## src/rtl/fifo_pkg.sv

```systemverilog
// Shared FIFO definitions: read-mode encoding and counter/pointer width helper.
package fifo_pkg;

  typedef enum logic {
    FIFO_RD_REG  = 1'b0,
    FIFO_RD_FWFT = 1'b1
  } fifo_rd_mode_e;

  // Pointer/count width: one extra bit carries the wrap flag.
  function automatic int fifo_cw(input int depth);
    return $clog2(depth) + 1;
  endfunction

endpackage

```

## src/rtl/stream_fifo_if.sv

```systemverilog
// Write/read handshake bundle for stream_fifo plus its status outputs.
interface stream_fifo_if import fifo_pkg::*; #(
  parameter int DATA_WIDTH = 32,
  parameter int DEPTH      = 8
);
  localparam int CW = fifo_cw(DEPTH);

  logic                  wr_valid;
  logic                  wr_ready;
  logic [DATA_WIDTH-1:0] wr_data;
  logic                  rd_valid;
  logic                  rd_ready;
  logic [DATA_WIDTH-1:0] rd_data;
  logic [CW-1:0]         count;
  logic                  almost_full;
  logic                  almost_empty;
  logic [CW-1:0]         max_level;

  modport master (
    output wr_valid, wr_data, rd_ready,
    input  wr_ready, rd_valid, rd_data, count, almost_full, almost_empty, max_level
  );

  modport slave (
    input  wr_valid, wr_data, rd_ready,
    output wr_ready, rd_valid, rd_data, count, almost_full, almost_empty, max_level
  );
endinterface

```

## src/rtl/fifo_mem_2p.sv

```systemverilog
// 1W1R register array: synchronous write, combinational read.
module fifo_mem_2p #(
  parameter int DATA_WIDTH = 32,
  parameter int DEPTH      = 8,
  parameter int AW         = $clog2(DEPTH)
) (
  input  logic                  clk,
  input  logic                  we,
  input  logic [AW-1:0]         waddr,
  input  logic [DATA_WIDTH-1:0] wdata,
  input  logic [AW-1:0]         raddr,
  output logic [DATA_WIDTH-1:0] rdata
);

  logic [DATA_WIDTH-1:0] mem [DEPTH];

  always_ff @(posedge clk) begin
    if (we) mem[waddr] <= wdata;
  end

  assign rdata = mem[raddr];

endmodule

```

## src/rtl/stream_fifo.sv

```systemverilog
// Synchronous valid/ready FIFO with FWFT or registered read, occupancy flags,
// synchronous flush and sticky high-water mark.
module stream_fifo import fifo_pkg::*; #(
  parameter int DATA_WIDTH    = 32,
  parameter int DEPTH         = 8,
  parameter int FWFT          = 1,
  parameter int AFULL_THRESH  = 6,
  parameter int AEMPTY_THRESH = 1
) (
  input  logic          clk,
  input  logic          rst_n,
  input  logic          flush,
  stream_fifo_if.slave  bus
);

  localparam int CW = fifo_cw(DEPTH);
  localparam int AW = CW - 1;
  localparam fifo_rd_mode_e RD_MODE = (FWFT != 0) ? FIFO_RD_FWFT : FIFO_RD_REG;
  localparam logic [CW-1:0] AFULL_LVL  = CW'(AFULL_THRESH);
  localparam logic [CW-1:0] AEMPTY_LVL = CW'(AEMPTY_THRESH);

  if (DEPTH < 2 || (DEPTH & (DEPTH - 1)) != 0) begin : g_bad_depth
    $error("stream_fifo: DEPTH must be a power of 2 and >= 2");
  end
  if (AFULL_THRESH < 1 || AFULL_THRESH > DEPTH) begin : g_bad_afull
    $error("stream_fifo: AFULL_THRESH out of range 1..DEPTH");
  end
  if (AEMPTY_THRESH < 0 || AEMPTY_THRESH > DEPTH - 1) begin : g_bad_aempty
    $error("stream_fifo: AEMPTY_THRESH out of range 0..DEPTH-1");
  end

  logic [CW-1:0]         wr_ptr, rd_ptr, count_q, count_nxt, max_q;
  logic                  empty, full, push, pop;
  logic [DATA_WIDTH-1:0] head;

  assign empty = (wr_ptr == rd_ptr);
  assign full  = (wr_ptr[AW-1:0] == rd_ptr[AW-1:0]) && (wr_ptr[AW] != rd_ptr[AW]);

  // wr_ready depends only on registered state, so a pop never frees a slot
  // for a push in the same cycle.
  assign push = bus.wr_valid & ~full;
  assign pop  = bus.rd_ready & ~empty;

  always_comb begin
    count_nxt = count_q;
    if (push && !pop)      count_nxt = count_q + CW'(1);
    else if (pop && !push) count_nxt = count_q - CW'(1);
  end

  fifo_mem_2p #(
    .DATA_WIDTH (DATA_WIDTH),
    .DEPTH      (DEPTH),
    .AW         (AW)
  ) u_mem (
    .clk   (clk),
    .we    (push & rst_n & ~flush),
    .waddr (wr_ptr[AW-1:0]),
    .wdata (bus.wr_data),
    .raddr (rd_ptr[AW-1:0]),
    .rdata (head)
  );

  always_ff @(posedge clk) begin
    if (!rst_n) begin
      wr_ptr  <= '0;
      rd_ptr  <= '0;
      count_q <= '0;
      max_q   <= '0;
    end else if (flush) begin
      wr_ptr  <= '0;
      rd_ptr  <= '0;
      count_q <= '0;
      max_q   <= '0;
    end else begin
      if (push) wr_ptr <= wr_ptr + CW'(1);
      if (pop)  rd_ptr <= rd_ptr + CW'(1);
      count_q <= count_nxt;
      if (count_nxt > max_q) max_q <= count_nxt;
    end
  end

  if (RD_MODE == FIFO_RD_FWFT) begin : g_fwft
    assign bus.rd_valid = ~empty;
    assign bus.rd_data  = head;
  end else begin : g_reg
    logic                  rd_valid_q;
    logic [DATA_WIDTH-1:0] rd_data_q;

    // Output word is presented for exactly one cycle after each pop; data holds.
    always_ff @(posedge clk) begin
      if (!rst_n) begin
        rd_valid_q <= 1'b0;
        rd_data_q  <= '0;
      end else if (flush) begin
        rd_valid_q <= 1'b0;
      end else begin
        rd_valid_q <= pop;
        if (pop) rd_data_q <= head;
      end
    end

    assign bus.rd_valid = rd_valid_q;
    assign bus.rd_data  = rd_data_q;
  end

  assign bus.wr_ready     = ~full;
  assign bus.count        = count_q;
  assign bus.max_level    = max_q;
  assign bus.almost_full  = (count_q >= AFULL_LVL);
  assign bus.almost_empty = (count_q <= AEMPTY_LVL);

endmodule

```

## src/flat_wrapper.sv

```systemverilog
// flat-port wrapper written by rule: the top's interface ports become plain ports
module stream_fifo_flat import fifo_pkg::*;
#(
  parameter int DATA_WIDTH    = 32,
  parameter int DEPTH         = 8,
  parameter int FWFT          = 1,
  parameter int AFULL_THRESH  = 6,
  parameter int AEMPTY_THRESH = 1
)
  (clk, rst_n, flush, bus_wr_valid, bus_wr_data, bus_rd_ready, bus_wr_ready, bus_rd_valid, bus_rd_data, bus_count, bus_almost_full, bus_almost_empty, bus_max_level);
  stream_fifo_if #(.DATA_WIDTH(DATA_WIDTH), .DEPTH(DEPTH)) bus_i ();
  input  logic clk;
  input  logic rst_n;
  input  logic flush;
  input wire logic [$bits(bus_i.wr_valid)-1:0] bus_wr_valid;
  input wire logic [$bits(bus_i.wr_data)-1:0] bus_wr_data;
  input wire logic [$bits(bus_i.rd_ready)-1:0] bus_rd_ready;
  output wire logic [$bits(bus_i.wr_ready)-1:0] bus_wr_ready;
  output wire logic [$bits(bus_i.rd_valid)-1:0] bus_rd_valid;
  output wire logic [$bits(bus_i.rd_data)-1:0] bus_rd_data;
  output wire logic [$bits(bus_i.count)-1:0] bus_count;
  output wire logic [$bits(bus_i.almost_full)-1:0] bus_almost_full;
  output wire logic [$bits(bus_i.almost_empty)-1:0] bus_almost_empty;
  output wire logic [$bits(bus_i.max_level)-1:0] bus_max_level;
  assign bus_i.wr_valid = bus_wr_valid;
  assign bus_i.wr_data = bus_wr_data;
  assign bus_i.rd_ready = bus_rd_ready;
  assign bus_wr_ready = bus_i.wr_ready;
  assign bus_rd_valid = bus_i.rd_valid;
  assign bus_rd_data = bus_i.rd_data;
  assign bus_count = bus_i.count;
  assign bus_almost_full = bus_i.almost_full;
  assign bus_almost_empty = bus_i.almost_empty;
  assign bus_max_level = bus_i.max_level;
  stream_fifo #(.DATA_WIDTH(DATA_WIDTH), .DEPTH(DEPTH), .FWFT(FWFT), .AFULL_THRESH(AFULL_THRESH), .AEMPTY_THRESH(AEMPTY_THRESH)) u_core (.clk(clk), .rst_n(rst_n), .flush(flush), .bus(bus_i));
endmodule
```

## config.mk

```make
export PLATFORM = sky130hd
export DESIGN_NAME = stream_fifo_flat
export DESIGN_NICKNAME = d
export VERILOG_FILES = /design/src/rtl/fifo_pkg.sv /design/src/rtl/stream_fifo_if.sv /design/src/rtl/fifo_mem_2p.sv /design/src/rtl/stream_fifo.sv /design/src/flat_wrapper.sv
export SDC_FILE = /design/constraint.sdc
export NUM_CORES = 1
export LEC_CHECK = 0
export BUFFER_PORTS_ARGS = -buffer_cell sky130_fd_sc_hd__buf_4
export CORE_UTILIZATION = 60
export DETAILED_ROUTE_END_ITERATION = 10
export PLACE_DENSITY = 0.8
export SKIP_CTS_REPAIR_TIMING = 1
export SLEW_MARGIN = 20
export SYNTH_ARGS = -nofsm -noshare
export SYNTH_HDL_FRONTEND = slang
export SYNTH_SLANG_ARGS = --single-unit
```

## constraint.sdc

```tcl
create_clock -name clk -period 4.95 [get_ports clk]
set_clock_uncertainty 0.15 [all_clocks]
set_input_delay 0 -clock clk [delete_from_list [all_inputs] [get_ports clk]]
set_output_delay 0 -clock clk [all_outputs]
set_load 0.005 [all_outputs]
```

==> impl_metrics.tcl, run 1 <==
set metrics [dict create \
    setup_violations 0 \
    routed_via_density 6.062 \
    avgSynthCellArea_um2 20.89 \
    nFillCells 969 \
    crit_path_max_incr_delay_ps 650 \
    crit_top_cell "xnor2_1" \
    grt.met1_usage_pct 31.77 \
    cts_max_level 1 \
    async_flop_share_pct 0 \
    clk_pin_slew_ps 70 \
    finalInstanceArea_um2 13070 \
    startpoint_type "register" \
    min_path_type "input port to register" \
    grt_remaining_overflow 0 \
    netlist_area_um2 10860 \
    status "completed" \
    gr-usage-met2_pct 37.03 \
    fp.dieH_um 136.5 \
    r2r_slack_ps 740 \
    antenna_found_initial 0 \
    yosysSeqAreaShare_pct 74.28 \
    gr-usage-all-layers_pct 22.79 \
    start_util_pct 62.15 \
    clock.fmax_mhz 237.6 \
    rsz0062_at_grt "no" \
    final_core_util_pct 74.80 \
    areaGrowthSynthToFinish_pct 20.35 \
    startpoint "u_core.wr_ptr[0]" \
    final_nets 700 \
    ant_nets 0 \
    relSlewSlack_pct 31.19 \
    cap_violations 0 \
    die_area_um2 18640 \
    finalWeightedCongestion 0.9171 \
    ios 81 \
    io_buffers 80 \
    crit_path_max_fanout 10 \
    netlist_top_cells_area "edfxtp_1, mux4_2, dfxtp_1, mux2_2, ha_1" \
    drt-pass1-iter-count 5 \
    final.setup.tns_ps 0 \
    r2r_start "u_core.wr_ptr[0]" \
    slew_violations 0 \
    place_area_um2 11870 \
    ys_ff_latch 275 \
    drt_iter0_markers 379 \
    worst-slew-pin-transition_ps 1032 \
    busiest_layer "met2" \
    synth_edf_count 256 \
    n_antenna_cell 0 \
    endpoint "u_core.bus.max_level[1]" \
    path_class "register to register" \
    p_leak_nw 4.272 \
    path_buf_inv 1 \
    yosysTopAreaCellShare_pct 70.78 \
    hpwl_um 11690 \
    powerDensity_nw_per_um2 355.3 \
    finalWorstSetupSlack_ps 740.8 \
    path_delay_family "compound AO/OA/AOI/OAI gates" \
    ir_drop_uv 287.5 \
    p_total_mw 4.645 \
    crit_chain "xnor2_1 -> a41oi_2 -> o221ai_2 -> xnor2_1 -> ha_1 -> and4_1 -> a21oi_1 -> o21ai_0 -> a31oi_1 -> dlygate4sd3_1" \
    grt_pass1_vias 5477 \
    cts_tree "yes" \
    rr_endpoint "u_core.bus.max_level[1]" \
    vias 5438 \
    row_count 48 \
    syn_nets 567 \
    die_w_um 136.5 \
    cts.sinks 275 \
    clk_latency_ps 530 \
    grt_max_degree 65 \
    synth_top_area_cell "edfxtp_1" \
    yosysUniqueCellTypes 47 \
    r2r_cells 10 \
    dp_slack_ps 1414 \
    cp.depth 10 \
    worstSetupEndpointType "register" \
    wl_um 20820 \
    ys.flop_type "edfxtp_1" \
    hold_viol 0 \
    ys_warn_count 0 \
    required_ps 5270 \
    drive_gt1_share_pct 37.35 \
    crit_arrival_ps 4530 \
    core_um2 17480 \
    cp_slowest_cell "dfxtp_1" \
    grt_pass1_wl_um 30740 \
    cts_made_buffers 26 \
    post_drt_wl_per_cell_um 23.21 \
    clk_path_buf_depth 3 \
    cts_root_buffer "clkbuf_16" \
    fin_crit_sh_pct 85.03 \
    gr-usage-met3_pct 3.481 \
    synthCells 520 \
    drc_errors 0 \
    period_minus_slack_ps 4209 \
]
-- registers in the layout, indices dropped and copies added (netlist names), named ones only --
register and flops:
u_core.bus.count 4, u_core.rd_ptr 4, u_core.u_mem.mem 256, u_core.wr_ptr 4, u_core.bus.max_level 4
-- cells by family after synthesis --
group | synth area share [%]
AO/OA/AOI/OAI | 2.051
XOR/XNOR | 1.440
AND/OR/NAND/NOR | 2.880
adder cells (fa/ha/maj) | 1.152
buffers and inverters | 1.521
flip-flops | 74.28
multiplexers | 16.68
-- area by class of cell --
class,count,area [µm²],share of cell area [%]
sequential,275,8077,61.78
tap,225,281.5,2.154
inverter,10,37.54,0.2871
multi-input combinational,211,2684,20.53
timing repair buffer,129,1206,9.227
clock inverter,20,132.6,1.015
clock buffer,27,654.4,5.006
-- power breakdown --
part           switching [mW]  internal, mW  total [mW]
Clock                   0.811          1.01        1.82
Sequential             0.0183          2.56        2.57
Combinational           0.126         0.122       0.248
-- synth_stat cells, types with 3 or more instances --
cell type,instances
a21oi_1,7
a31oi_1,3
buf_2,6
buf_6,4
clkbuf_1,13
dfxtp_1,19
edfxtp_1,256
ha_1,10
inv_1,10
mux2_2,32
mux4_2,64
nand2_1,14
nand2b_1,3
nand3_1,7
nor2_1,19
nor3_1,4
o21ai_0,3
xnor2_1,5
xor2_1,6
-- placed cells by master, fill, tap and decap left out, types with 10 or more instances in the layout --
cell | synthesis | final
mux2_2 | 32 | 32
nor2_1 | 19 | 13
dlygate4sd3_1 | 0 | 37
inv_1 | 10 | 10
dfxtp_1 | 19 | 16
ha_1 | 10 | 10
clkbuf_16 | 0 | 26
nand2_1 | 14 | 14
buf_4 | 0 | 84
edfxtp_1 | 256 | 256
mux4_2 | 64 | 64
-- through the flow --
stage,std cells,hold WS [ps]
detailed placement,811,82.86
global placement,805,77.35
floorplan,520,-51.13
CTS,858,-479.2
global route,897,88.43
finish,897,91.20
-- per-layer routing --
metal,wire [µm],part of all wire (%)
met3,1185,5.7
met4,484,2.3
met2,10440,50
met5,0,0
met1,8708,42
-- worst min-delay path by stage --
stage                     from                       to  slack, ps  depth (start not counted)
2_1_floorplan   bus_wr_data[0]   u_core.u_mem.mem[0][0]        -50                          0
3_3_place_gp   bus_wr_data[14]  u_core.u_mem.mem[1][14]         80                          1
3_5_place_dp   bus_wr_data[14]  u_core.u_mem.mem[6][14]         80                          1
4_1_cts        bus_wr_data[14]  u_core.u_mem.mem[2][14]       -480                          1
5_1_grt         bus_wr_data[3]   u_core.u_mem.mem[7][3]         90                          2
6_report       bus_wr_data[18]  u_core.u_mem.mem[0][18]         90                          2
No activity file was read; power rests on OpenSTA's default activity.
==> run 2, diff against run 1 <==
BUFFER_PORTS_ARGS = -buffer_cell sky130_fd_sc_hd__clkbuf_2   (was -buffer_cell sky130_fd_sc_hd__buf_4)
==> impl_metrics.tcl, run 2 (synthesis results as in run 1) <==
set metrics [dict create \
    status "completed" \
    path_class "register to register" \
    required_ps 5290 \
    placed_cells 808 \
    row_count 48 \
    startpoint_type "register" \
    dp_slack_ps 1363 \
    cts.sinks 275 \
    switchingPower_uw 988.7 \
    fin_crit_sh_pct 82.86 \
    min_path_type "input port to register" \
    drt-pass1-iter-count 5 \
    final_nets 702 \
    clk_pin_slew_ps 60 \
    hpwl_um 11220 \
    post_drt_wl_per_cell_um 23.45 \
    cts_tree "yes" \
    setup_violations 0 \
    ant_nets 0 \
    crit_arrival_ps 4440 \
    grt_remaining_overflow 0 \
    io_buffers 80 \
    r2r_cells 11 \
    start_util_pct 62.15 \
    rsz0062_at_grt "no" \
    clk_latency_ps 540 \
    ios 81 \
    drc_errors 0 \
    powerDensity_nw_per_um2 383.1 \
    clock.fmax_mhz 243.8 \
    cts_root_buffer "clkbuf_16" \
    period_minus_slack_ps 4102 \
    areaGrowthSynthToFinish_pct 19.48 \
    p_leak_nw 4.282 \
    worstSetupEndpointType "register" \
    grt_pass1_vias 5563 \
    swShare_pct 19.89 \
    n_antenna_cell 0 \
    finalWeightedCongestion 0.9064 \
    core_um2 17480 \
    slew_violations 0 \
    cts_max_level 1 \
    clk_path_buf_depth 3 \
    cap_violations 0 \
    cts_made_buffers 28 \
    die_w_um 136.5 \
    drive_gt1_share_pct 37.22 \
    hold_viol 0 \
    fp.dieH_um 136.5 \
    final.setup.tns_ps 0 \
    comb_power_share_pct 4.7 \
    internal_power_mw 3.982 \
    wl_um 21150 \
    finalWorstSetupSlack_ps 848.4 \
    vias 5496 \
    largest_reg_flops 256 \
    routed_via_density 6.093 \
    grt_pass1_wl_um 30940 \
    whs_path_depth 2 \
    die_area_um2 18640 \
    antenna_found_initial 0 \
    final_cell_mix "edfxtp_1, clkbuf_2, mux4_2, dlygate4sd3_1, mux2_2" \
    final_common_cell "edfxtp_1" \
    grt_max_degree 65 \
    clock_power_share_pct 43.6 \
    largest_register "u_core.u_mem.mem" \
    crit_path_max_fanout 11 \
    relSlewSlack_pct 30.76 \
    final_cells 902 \
    ir_drop_uv 343.7 \
    final_core_util_pct 74.26 \
    drt_iter0_markers 435 \
    p_seq_share_pct 51.8 \
    gr-usage-all-layers_pct 22.83 \
    worst-slew-pin-transition_ps 1039 \
]
## run 2: critical path: stages, from the launching register on
cell and delay (ps):
dfxtp_1 650, xor2_4 160, or4_4 590, a211o_2 340, o211ai_2 100, nand2_1 80
ha_1 320, and4_1 210, a21oi_1 570, o21ai_0 170, a31oi_1 150, dlygate4sd3_1 550
## run 2: stage by stage
step | total power [mW] | instance area (µm²) | hold WS [ps]
after CTS | 4.964 | 12510 | -437.4
after floorplan | 2.735 | 10860 | -51.13
after detailed placement | 2.822 | 11550 | 129.8
final | 4.971 | 12980 | 131.9
after global placement | 2.801 | 11520 | 113.7
after global routing | 5.105 | 12980 | 130.8
## run 2: final cells by class
| type | count | area, µm² |
|---|---|---|
| Sequential cell | 275 | 8077 |
| Fill cell | 964 | 4499 |
| Multi-Input combinational cell | 211 | 2684 |
| Timing Repair Buffer | 129 | 943.4 |
| Clock buffer | 32 | 737.0 |
| Tap cell | 225 | 281.5 |
| Clock inverter | 20 | 217.7 |
| Inverter | 10 | 37.54 |
## run 2: path summary, 6_finish.rpt
kind                                 from                       to  slack [ps]
setup / recovery         u_core.wr_ptr[0]  u_core.bus.max_level[3]         850
hold / removal            bus_wr_data[24]  u_core.u_mem.mem[3][24]         130
setup reg to reg         u_core.wr_ptr[0]  u_core.bus.max_level[3]         850
hold reg to reg   u_core.bus.max_level[2]  u_core.bus.max_level[2]         390
## run 2: per-layer routing
metal | GRT usage [%] | vias to the layer above | wire length (µm)
li1 | - | 2402 | -
met1 | 30.11 | 2840 | 8663
met2 | 38.86 | 202 | 10970
met3 | 4.519 | 52 | 1019
met4 | 6.543 | 0 | 502
met5 | 0 | - | 0
## run 2: power groups by stage
| stage | clock network, mW | registers [mW] | logic, mW |
|---|---|---|---|
| global placement | 0 | 2.62 | 0.179 |
| floorplan | 0 | 2.62 | 0.118 |
| finish | 2.17 | 2.57 | 0.231 |
| global route | 2.28 | 2.57 | 0.252 |
| detailed placement | 0 | 2.62 | 0.197 |
| CTS | 2.19 | 2.58 | 0.198 |
